**src/rtl/mux_2_1_rr_arbiter_if.sv**
```systemverilog
// ----------------------------------------------------------------------------
// mux_2_1_rr_arbiter_if
//   One valid/ready packet channel. It carries the beat payload plus the
//   end-of-packet marker. The arbiter uses one instance per requester and one
//   for its output channel.
//
//   valid  : beat valid            (master -> slave)
//   data   : beat payload, DW bits (master -> slave)
//   last   : final beat of packet  (master -> slave)
//   ready  : beat accepted         (slave  -> master)
//   A beat transfers on a rising clock edge where valid & ready are both 1.
// ----------------------------------------------------------------------------
interface mux_2_1_rr_arbiter_if #(
    parameter int DW = 8
);
    logic          valid;
    logic [DW-1:0] data;
    logic          last;
    logic          ready;

    modport master (
        output valid,
        output data,
        output last,
        input  ready
    );

    modport slave (
        input  valid,
        input  data,
        input  last,
        output ready
    );
endinterface

```
**src/rtl/mux_2_1_rr_arbiter.sv**
```systemverilog
// ----------------------------------------------------------------------------
// mux_2_1_rr_arbiter
//   Round-robin, packet-locked arbiter in front of a shared 2:1 data path.
//   Only one requester owns the output at a time. Ownership lasts from the
//   first beat of a packet until its last beat transfers, so packets from the
//   two requesters never interleave. Between two packets there is always one
//   IDLE cycle.
//
//   Ports
//     clk    : rising-edge clock
//     rst_n  : asynchronous active-low reset
//     req0   : requester 0 channel (slave side: valid/data/last in, ready out)
//     req1   : requester 1 channel (slave side)
//     out    : output channel (master side: valid/data/last out, ready in)
//     sel    : registered mux select, 0 = requester 0, 1 = requester 1
//     grant  : registered one-hot owner, 2'b00 while idle
// ----------------------------------------------------------------------------
module mux_2_1_rr_arbiter #(
    parameter int DW = 8
) (
    input  logic                        clk,
    input  logic                        rst_n,
    mux_2_1_rr_arbiter_if.slave         req0,
    mux_2_1_rr_arbiter_if.slave         req1,
    mux_2_1_rr_arbiter_if.master        out,
    output logic                        sel,
    output logic [1:0]                  grant
);

    typedef enum logic [1:0] {
        IDLE = 2'd0,
        OWN0 = 2'd1,
        OWN1 = 2'd2
    } state_t;

    state_t        state;
    // Requester that most recently completed a packet. It loses a tie.
    logic          last_served;
    logic [DW-1:0] mux_data;

    // ------------------------------------------------------------------------
    // Ownership FSM. sel and grant are registered together with the state, so
    // they decode from the state alone and never glitch with the inputs.
    // ------------------------------------------------------------------------
    always_ff @(posedge clk or negedge rst_n) begin
        if (!rst_n) begin
            // NOTE: all sequential state uses non-blocking assignments, so
            // every register samples pre-edge values no matter how the
            // statements in this block are ordered.
            state       <= IDLE;
            last_served <= 1'b1;
            sel         <= 1'b0;
            grant       <= 2'b00;
        end else begin
            unique case (state)
                IDLE: begin
                    // req0 wins when it is alone, or on a tie after req1 was
                    // served last.
                    if (req0.valid && (!req1.valid || last_served)) begin
                        state <= OWN0;
                        sel   <= 1'b0;
                        grant <= 2'b01;
                    end else if (req1.valid) begin
                        state <= OWN1;
                        sel   <= 1'b1;
                        grant <= 2'b10;
                    end
                end
                OWN0: begin
                    // Release only when the last beat actually transfers. A
                    // gap in valid mid-packet keeps the lock.
                    if (req0.valid && out.ready && req0.last) begin
                        state       <= IDLE;
                        last_served <= 1'b0;
                        sel         <= 1'b0;
                        grant       <= 2'b00;
                    end
                end
                OWN1: begin
                    if (req1.valid && out.ready && req1.last) begin
                        state       <= IDLE;
                        last_served <= 1'b1;
                        sel         <= 1'b0;
                        grant       <= 2'b00;
                    end
                end
                default: begin
                    state <= IDLE;
                    sel   <= 1'b0;
                    grant <= 2'b00;
                end
            endcase
        end
    end

    // ------------------------------------------------------------------------
    // Data path and handshake. out.valid depends only on the state and the
    // owner's valid, never on out.ready. out.ready passes straight through to
    // the owner's ready.
    // ------------------------------------------------------------------------
    assign mux_data = sel ? req1.data : req0.data;
    assign out.data = mux_data;

    always_comb begin
        // NOTE: every output of this block gets a default before the case, so
        // no state leaves a signal unassigned and no latch is inferred.
        out.valid  = 1'b0;
        out.last   = 1'b0;
        req0.ready = 1'b0;
        req1.ready = 1'b0;
        unique case (state)
            OWN0: begin
                out.valid  = req0.valid;
                out.last   = req0.last;
                req0.ready = out.ready;
            end
            OWN1: begin
                out.valid  = req1.valid;
                out.last   = req1.last;
                req1.ready = out.ready;
            end
            default: ;
        endcase
    end

endmodule

```
**src/flat_wrapper.sv**
```systemverilog
// flat-port wrapper written by rule: the top's interface ports become plain ports
module mux_2_1_rr_arbiter_flat 
#(
    parameter int DW = 8
)
  (clk, rst_n, sel, grant, req0_valid, req0_data, req0_last, req0_ready, req1_valid, req1_data, req1_last, req1_ready, out_valid, out_data, out_last, out_ready);
  mux_2_1_rr_arbiter_if #(.DW(DW)) req0_i ();
  mux_2_1_rr_arbiter_if #(.DW(DW)) req1_i ();
  mux_2_1_rr_arbiter_if #(.DW(DW)) out_i ();
  input  logic clk;
  input  logic rst_n;
  output logic sel;
  output logic [1:0] grant;
  input wire logic [$bits(req0_i.valid)-1:0] req0_valid;
  input wire logic [$bits(req0_i.data)-1:0] req0_data;
  input wire logic [$bits(req0_i.last)-1:0] req0_last;
  output wire logic [$bits(req0_i.ready)-1:0] req0_ready;
  input wire logic [$bits(req1_i.valid)-1:0] req1_valid;
  input wire logic [$bits(req1_i.data)-1:0] req1_data;
  input wire logic [$bits(req1_i.last)-1:0] req1_last;
  output wire logic [$bits(req1_i.ready)-1:0] req1_ready;
  output wire logic [$bits(out_i.valid)-1:0] out_valid;
  output wire logic [$bits(out_i.data)-1:0] out_data;
  output wire logic [$bits(out_i.last)-1:0] out_last;
  input wire logic [$bits(out_i.ready)-1:0] out_ready;
  assign req0_i.valid = req0_valid;
  assign req0_i.data = req0_data;
  assign req0_i.last = req0_last;
  assign req0_ready = req0_i.ready;
  assign req1_i.valid = req1_valid;
  assign req1_i.data = req1_data;
  assign req1_i.last = req1_last;
  assign req1_ready = req1_i.ready;
  assign out_valid = out_i.valid;
  assign out_data = out_i.data;
  assign out_last = out_i.last;
  assign out_i.ready = out_ready;
  mux_2_1_rr_arbiter #(.DW(DW)) u_core (.clk(clk), .rst_n(rst_n), .req0(req0_i), .req1(req1_i), .out(out_i), .sel(sel), .grant(grant));
endmodule
```
**config.mk**
```make
export PLATFORM = sky130hd
export DESIGN_NAME = mux_2_1_rr_arbiter_flat
export DESIGN_NICKNAME = d
export VERILOG_FILES = /design/src/rtl/mux_2_1_rr_arbiter_if.sv /design/src/rtl/mux_2_1_rr_arbiter.sv /design/src/flat_wrapper.sv
export SDC_FILE = /design/constraint.sdc
export NUM_CORES = 1
export LEC_CHECK = 0
export ABC_AREA = 1
export CAP_MARGIN = 10
export CORE_MARGIN = 3
export CORE_UTILIZATION = 31
export CTS_CLUSTER_SIZE = 8
export DETAILED_ROUTE_END_ITERATION = 10
export GPL_ROUTABILITY_DRIVEN = 0
export PLACE_DENSITY = 0.92
export SETUP_SLACK_MARGIN = 0.02
export SYNTH_ARGS = -nofsm -noshare
export SYNTH_HDL_FRONTEND = slang
export SYNTH_SLANG_ARGS = --single-unit
```
**constraint.sdc**
```tcl
create_clock -name clk -period 2.2 [get_ports clk]
set_input_delay 0.22 -clock clk [delete_from_list [all_inputs] [get_ports clk]]
set_output_delay 0.22 -clock clk [all_outputs]
set_load 0.01 [all_outputs]
```
# After elaboration in Yosys (flattened, before gate mapping)
# Index checks and enable logic that the tools add are counted.
# op_classes
eq_ne,5
n_mux,17
reduce_logical,11
# ops
op,count
$mux W2,4
$mux W8,1
$mux W1,7
$pmux W1 S2,3
$pmux W2 S3,1
$reduce_and A3 Y1,2
$logic_and A1 B1 Y1,5
$ne A2 B1 Y1 const B,2
$ne A3 B2 Y1 const B,1
$pmux W1 S3,1
$eq A2 B1 Y1 const B,1
$eq A2 B2 Y1 const B,1
$logic_not A2 Y1,1
$reduce_bool A2 Y1,1
$logic_not A1 Y1,1
$logic_or A1 B1 Y1,1
# word_totals
out_inout_bits,15
wordCells,36
inputBits,23
ff_bits,4

# Depth between registers and ports, before layout
# Gate-level depths: netlist of run 1.
# depth
depth_word,5
mapped_depth,8
ltp_nobuf,7

# Worst setup path after synthesis of run 1
# No wires, ideal clock.
# synth_timing
kind,flip-flop to output port
startpoint,register u_core.sel (netlist name)
endpoint,output out_last
arrival_ps,1395
path_stages_with_launch,6
n_path_buf,1
t_required_ps,1980
path_slack_ps,585
path_cell_list,dfrtp_1 buf_4 clkinv_1 ha_1 inv_1 a21oi_1
# synth_lines
element,line,text
to (decl),flat_wrapper.sv:24,output wire logic [$bits(out_i.last)-1:0] out_last;

==> results.cfg, run 1 <==
[status]
outcome = finished, final reports clean

[floorplan]
die-height_um = 42.39
rows = 12
start_util_pct = 35.04
die_area_mm2 = 0.001796
io-pin-count = 38
floorplan.die.width_um = 42.39
core-area_mm2 = 0.001171

[synth]
yosys-top-cells-area = nand2_1 35%, ha_1 15%, dfrtp_1 12%
synth-simple-area-share_pct = 52.44
yosys_warnings = 0
synth_fa_ha_area_share_pct = 15.24
ys_types = 16
synth_top_area_share_pct = 34.76
synthXorXnorAreaFrac_pct = 0
yosysSeqAreaShare_pct = 18.60
synth-edff-count = 0
synth_top_family_by_area = simple AND/OR/NAND/NOR gates
synth_area_per_cell_um2 = 5.780
synthMuxAreaShare_pct = 0
ys_top_cells_by_count = 38 x nand2_1, 6 x inv_1, 5 x ha_1, 4 x nand3_1, 3 x nand2_2
ys_seq_elements = 3
synth_area_um2 = 410.4
ys.flop_type = dfrtp_1
synth_top_cell_by_area = nand2_1
synth_cells = 71
yosysMostFrequentCell = nand2_1
synth_compound_area_share_pct = 3.659
async_flop_share_pct = 100.0
syn-num-nets = 99

[pwr]
p_per_area_mw_per_mm2 = 982.3
p_leak_nw = 0.4123
ir_worst_vdd_v = 0.0006141

[clock_network]
hold_buffers = 0
htreeDepth = 1
path_clk_slew_ns = 0.04
cts.path.max_buffers = 2
cts_buffers = 3
clockRootBuffer = clkbuf_4
clock_sinks = 3
cts_tree = yes
clock_latency_ns = 0.23

[setup_path]
worstSetupPathType = flop to output pin
cp_max_fo = 13
end_kind = output pin
worstPathRequired_ns = 1.98
cp-startpoint = u_core.sel
rr_startpoint = u_core.sel
crit_arrival_ns = 1.83
worstSetupStartpointType = flop

[timing]
finClkSkew_ns = 0.002759
clock.fmax_mhz = 488.7
timing.final.ws_setup_ns = 0.1539
setup_viol = 0
slew_violations = 0
worst_pin_slew_ns = 0.1846
finalSetupTns_ns = 0
relSlewSlack_pct = 87.69
fin_crit_sh_pct = 93.01
hold_violations = 0
rsz0062_at_grt = no
min_period_ns = 2.046

[grt]
track_usage_pct = 13.19
overflow = 0
antenna_found_initial = 0
grt_max_degree = 14
grt_pass1_vias = 501
grt_first_pass_wirelength_um = 1897

[final_layout]
drive_above_1_share_pct = 8.929
num_antenna_cells = 0
fin_nets = 141
final_cells = 126
area_growth_pct = 101.8

[routing]
totalWireLength_um = 1197
detail_route.vias_per_cell = 4.444
drt-initial-drc-count = 9
ant_nets = 0
routedWlPerCell_um = 9.500
drc_errors = 0
vias = 560
drtPass1Iterations = 4

[flow_run]
maxCapViolations = 0

[worst_hold_path]
min_path_type = primary input to async pin

[place]
port_buffers = 37
dpl.hpwl_um = 1015
place_inst = 121
place_ws_ns = 0.2777
==> logic make-up (layout without fill, tap and decap cells) <==
logic type / Yosys count / after routing
buffers and inverters: 9 / 50
and+or+nand+nor: 51 / 51
AOI/OAI and AO/OA: 3 / 3
DFF: 3 / 3
adders and majority gates: 5 / 5
==> state kept, by name, indices dropped and copies added (netlist names) <==
name and count:
u_core.grant 1, u_core.sel 1, u_core.last_served 1
==> path summary, 6_finish.rpt <==
kind                                      endpoint  depth (start not counted)  slack (ns)
worst max-delay path                      out_last                          5        0.15
worst min-delay path               u_core.grant[0]                          1        0.18
worst max register to register  u_core.last_served                          7        0.84
worst min register to register  u_core.last_served                          2        0.46
max in group asynchronous       u_core.last_served                          1        1.79
min in group clk                u_core.last_served                          2        0.46
==> cells in the final DEF (no fill, tap or decap) <==
cell type	instances
a21oi_1	2
and2_1	1
buf_4	2
clkbuf_1	1
clkbuf_4	3
clkdlybuf4s50_1	37
clkinvlp_4	1
dfrtp_1	2
dfstp_2	1
ha_1	5
inv_1	6
nand2_1	38
nand2_2	3
nand3_1	4
nand3b_1	1
nand4_1	1
nor2_1	2
o21ai_1	1
or2_1	1
==> critical path: stages, from the launching register on <==
cell and delay, ns:
dfrtp_1 0.38, buf_4 0.21, ha_1 0.24, nand2_1 0.07, a21oi_1 0.15, clkdlybuf4s50_1 0.55
==> cell type report <==
| cell class | instances | area, um2 |
|---|---|---|
| Inverter | 7 | 30.03 |
| Tap cell | 14 | 17.52 |
| Fill cell | 105 | 342.8 |
| Timing Repair Buffer | 39 | 385.4 |
| Sequential cell | 3 | 76.32 |
| Multi-Input combinational cell | 59 | 292.8 |
| Clock buffer | 4 | 26.28 |
==> per-layer routing <==
| metal | global-route usage, % | vias to the layer above | part of all wire (%) |
|---|---|---|---|
| met4 | 3.727 | 0 | 0 |
| met2 | 24.62 | 27 | 49 |
| met1 | 14.80 | 231 | 44 |
| li1 | - | 302 | - |
| met3 | 2.575 | 0 | 6.0 |
| met5 | 0 | - | 0 |
==> repair_timing <==
| item | in CTS | in global routing |
|---|---|---|
| gates resized for setup | 0 | 1 |
| buffers inserted | 0 | 1 |
| endpoints found under the setup margin | 0 | 2 |
==> where the power goes <==
part	switching [W]	total [W]	internal [W]
Combinational	0.000296	0.000617	0.000321
Sequential	0.0000215	0.000104	0.0000825
Clock	0.0000246	0.0000924	0.0000677
Total	0.000342	0.000814	0.000471
==> stage by stage <==
step / utilization, % / instance area (um2) / total power [W] / hold slack, ns
after floorplan: - / 410.4 / 0.0004289 / -0.07559
after global placement: 67.52 / 790.8 / 0.0006960 / 0.4122
after detailed placement: 67.52 / 790.8 / 0.0007075 / 0.4165
after CTS: 69.77 / 817.0 / 0.0008054 / 0.1767
after global routing: 70.73 / 828.3 / 0.0008888 / 0.1877
final: 70.73 / 828.3 / 0.0008136 / 0.1811
No activity file was read; power rests on OpenSTA's default activity.
==> run 2: changes to the inputs <==
Settings changed: SETUP_SLACK_MARGIN 0.02 to not set.
==> results.cfg, run 2 (synthesized netlist as in run 1, its figures left out) <==
[setup_path]
crit_arrival_ns = 1.86
cp_max_fo = 11
worstSetupStartpointType = flop
worstPathRequired_ns = 1.98
end_kind = output pin
worstSetupPathType = flop to output pin

[timing]
rsz0062_at_grt = no
timing.final.ws_setup_ns = 0.1160
min_period_ns = 2.084
relSlewSlack_pct = 87.87
clock.fmax_mhz = 479.8
slew_violations = 0
finClkSkew_ns = 0.002704
hold_violations = 0
setup_viol = 0
finalSetupTns_ns = 0
fin_crit_sh_pct = 94.73
worst_pin_slew_ns = 0.1819

[status]
outcome = finished, final reports clean

[clock_network]
htreeDepth = 1
clockRootBuffer = clkbuf_4
cts_buffers = 3
path_clk_slew_ns = 0.04
cts_resized = 0
postCtsSetupBuffers = 0
hold_buffers = 0
cts.path.max_buffers = 2
cts_tree = yes
clock_latency_ns = 0.23
clock_sinks = 3

[place]
place_ws_ns = 0.2777
dpl_cell_area_um2 = 790.8
dpl.hpwl_um = 1015
port_buffers = 37

[final_layout]
layout_common_cells = 38 x nand2_1, 37 x clkdlybuf4s50_1, 6 x inv_1, 5 x ha_1, 4 x nand3_1
num_antenna_cells = 0
final_common_cell = nand2_1
drive_above_1_share_pct = 8.108
fin_nets = 140
stdcell_area_um2 = 820.8
reg_top3 = u_core.grant: 1 flops, u_core.last_served: 1 flops, u_core.sel: 1 flops
area_growth_pct = 100.0

[worst_hold_path]
min_path_type = primary input to async pin

[routing]
ant_nets = 0
routedWlPerCell_um = 9.448
detail_route.vias_per_cell = 4.440
totalWireLength_um = 1181
vias = 555
drt-initial-drc-count = 9
drc_errors = 0
drtPass1Iterations = 4

[floorplan]
io-pin-count = 38
floorplan.die.width_um = 42.39
die_area_mm2 = 0.001796
rows = 12
die-height_um = 42.39
core-area_mm2 = 0.001171
start_util_pct = 35.04

[flow_run]
maxCapViolations = 0

[pwr]
p_leak_nw = 0.4077
ir_worst_vdd_v = 0.0006128
power.internal_w = 0.0004612
seq_power_share_pct = 13.0
p_sw_share_pct = 42.39
p_per_area_mw_per_mm2 = 975.2
pwr-share-comb_pct = 75.5
pwr-share-clk_pct = 11.5
p_sw_w = 0.0003393

[grt]
grt_max_degree = 14
grt_pass1_vias = 501
grt_first_pass_wirelength_um = 1897
overflow = 0
antenna_found_initial = 0
track_usage_pct = 13.19
[run 2: layout make-up]
cell class              instances  area [um2]
clock buffers                   4       26.28
fillers                       105       350.3
inverters                       7       30.03
multi-input cells              59       292.8
flip-flops and latches          3       76.32
well taps                      14       17.52
repair buffers                 38       377.9
[run 2: power groups by stage]
| stage | combinational (W) | sequential (W) | clock, W |
|---|---|---|---|
| after CTS | 0.000611 | 0.0000991 | 0.0000958 |
| after global placement | 0.000598 | 0.0000979 | 0 |
| after detailed placement | 0.000608 | 0.0000996 | 0 |
| after global routing | 0.000665 | 0.000105 | 0.000104 |
| final | 0.000604 | 0.000104 | 0.0000923 |
| after floorplan | 0.000321 | 0.000108 | 0 |
[run 2: critical path, stage by stage (launching register included)]
cell and delay, ns:
dfrtp_1 0.38, clkinvlp_4 0.21, ha_1 0.33, inv_1 0.04
a21oi_1 0.12, clkdlybuf4s50_1 0.55
[run 2: routing by layer]
metal | vias to the layer above | part of all wire, % | global-route usage [%]
li1 | 299 | - | -
met1 | 229 | 45 | 14.80
met2 | 27 | 49 | 24.62
met3 | 0 | 6.1 | 2.575
met4 | 0 | 0 | 3.727
met5 | - | 0 | 0
[run 2: final timing paths]
path                                            to  cells after the start  slack [ns]               start
worst min register to register  u_core.last_served                      2        0.46  u_core.last_served
min in group clk                u_core.last_served                      2        0.46  u_core.last_served
worst max register to register          u_core.sel                      6        0.86          u_core.sel
worst min-delay path               u_core.grant[0]                      1        0.18               rst_n
max in group asynchronous       u_core.last_served                      1        1.79               rst_n
worst max-delay path                     out_valid                      5        0.12          u_core.sel
[run 2: per-stage QoR]
stage                     total power [W]  util (%)  hold WS (ns)  std cells
after floorplan                 0.0004289         -      -0.07559         71
after global placement          0.0006960     67.52        0.4122        121
after detailed placement        0.0007075     67.52        0.4165        121
after CTS                       0.0008054     69.77        0.1767        125
after global routing            0.0008736     70.09        0.1877        125
final                           0.0008004     70.09        0.1812        125
==> run 3: changes to the inputs <==
Settings changed: RECOVER_POWER set to 100.
==> results.cfg, run 3 (synthesized netlist as in run 1, its figures left out) <==
[routing]
drc_errors = 0
routedWlPerCell_um = 9.424
detail_route.vias_per_cell = 4.456
totalWireLength_um = 1178
drtPass1Iterations = 4
ant_nets = 0
drt-initial-drc-count = 7
vias = 557

[setup_path]
worstPathRequired_ns = 1.98
crit_family = buffers and inverters
crit_arrival_ns = 1.87
worstSetupStartpointType = flop
cp_max_fo = 11
end_kind = output pin
critPathMaxStageDelay_ns = 0.55
critical_path_cell_count = 5
cp_slowest_cell = clkdlybuf4s50_1
critPathBufInv = 3
worstSetupPathType = flop to output pin
crit_chain = clkinvlp_4, ha_1, inv_1, a21oi_1, clkdlybuf4s50_1
reg2reg_depth = 6

[final_layout]
fin_nets = 140
nFillCells = 105
register_area_um2 = 76.32
multi_input_area_um2 = 292.8
reg_top3 = u_core.grant: 1 flops, u_core.last_served: 1 flops, u_core.sel: 1 flops
num_antenna_cells = 0
final_common_cell = nand2_1
layout_common_cells = 38 x nand2_1, 24 x clkdlybuf4s50_1, 13 x dlygate4sd3_1, 6 x inv_1, 5 x ha_1
drive_above_1_share_pct = 8.108
area_growth_pct = 100.0

[floorplan]
io-pin-count = 38
rows = 12
core-area_mm2 = 0.001171
start_util_pct = 35.04
floorplan.die.width_um = 42.39
die_area_mm2 = 0.001796
die-height_um = 42.39

[pwr]
p_per_area_mw_per_mm2 = 935.0
p_leak_nw = 0.4227
ir_worst_vdd_v = 0.0005866

[timing]
setup_viol = 0
rsz0062_at_grt = no
slew_violations = 0
finClkSkew_ns = 0.002488
relSlewSlack_pct = 88.12
clock.fmax_mhz = 479.4
finalSetupTns_ns = 0
min_period_ns = 2.086
timing.final.ws_setup_ns = 0.1141
hold_violations = 0
fin_crit_sh_pct = 94.82
worst_pin_slew_ns = 0.1778

[grt]
grt_pass1_vias = 501
track_usage_pct = 13.19
grt_first_pass_wirelength_um = 1897
antenna_found_initial = 0
overflow = 0
grt_max_degree = 14

[clock_network]
cts_buffers = 3
clockRootBuffer = clkbuf_4
path_clk_slew_ns = 0.04
postCtsSetupBuffers = 0
cts.path.max_buffers = 2
hold_buffers = 0
cts_tree = yes
clock_latency_ns = 0.23
htreeDepth = 1
clock_sinks = 3

[status]
outcome = finished, final reports clean

[place]
place_ws_ns = 0.2777
dpl.hpwl_um = 1015
port_buffers = 37

[flow_run]
maxCapViolations = 0

[worst_hold_path]
min_path_type = primary input to async pin
-- run 3: what timing repair did --
action	4_1_cts	5_1_grt
endpoints found under the setup margin	0	2
endpoints found under the hold margin	0	0
resized for setup	0	1
-- run 3: through the flow --
step / utilization [%] / total power, W / instance area [um2] / hold slack, ns / instances
floorplan: - / 0.0004289 / 410.4 / -0.07559 / 71
global placement: 67.52 / 0.0006960 / 790.8 / 0.4122 / 121
detailed placement: 67.52 / 0.0007075 / 790.8 / 0.4165 / 121
CTS: 69.77 / 0.0008054 / 817.0 / 0.1767 / 125
global route: 70.09 / 0.0008407 / 820.8 / 0.2579 / 125
finish: 70.09 / 0.0007675 / 820.8 / 0.2506 / 125
-- run 3: path summary, 6_finish.rpt --
check,slack [ns],start,endpoint
setup / recovery,0.11,u_core.sel,out_valid
hold / removal,0.25,rst_n,u_core.grant[0]
setup reg to reg,0.86,u_core.sel,u_core.sel
hold reg to reg,0.46,u_core.last_served,u_core.last_served
max in group asynchronous,1.72,rst_n,u_core.last_served
min in group clk,0.46,u_core.last_served,u_core.last_served
-- run 3: power breakdown --
group / leakage (nW) / switching (W) / internal [W]
Combinational: 0.372 / 0.000290 / 0.000281
Clock: 0.0150 / 0.0000246 / 0.0000677
Sequential: 0.0361 / 0.0000211 / 0.0000825
-- run 3: area by class of cell --
type	count	area share (%)
Inverter	7	3.659
Sequential cell	3	9.299
Multi-Input combinational cell	59	35.67
Clock buffer	4	3.201
Timing Repair Buffer	38	46.04
Tap cell	14	2.134
-- run 3: per-layer routing --
metal  GRT usage [%]  up-vias  part of all wire (%)
met5               0        -                     0
met4           3.727        0                     0
met3           2.575        0                   5.9
met2           24.62       27                    50
met1           14.80      232                    44
li1                -      298                     -
-- run 3: worst register-to-register path, delay by kind of cell, from the launching register on --
family                     cells  cell delay [ns]
adders and majority gates      1             0.29
and+or+nand+nor                4             0.35
buffers and inverters          1             0.21
DFF                            1             0.38
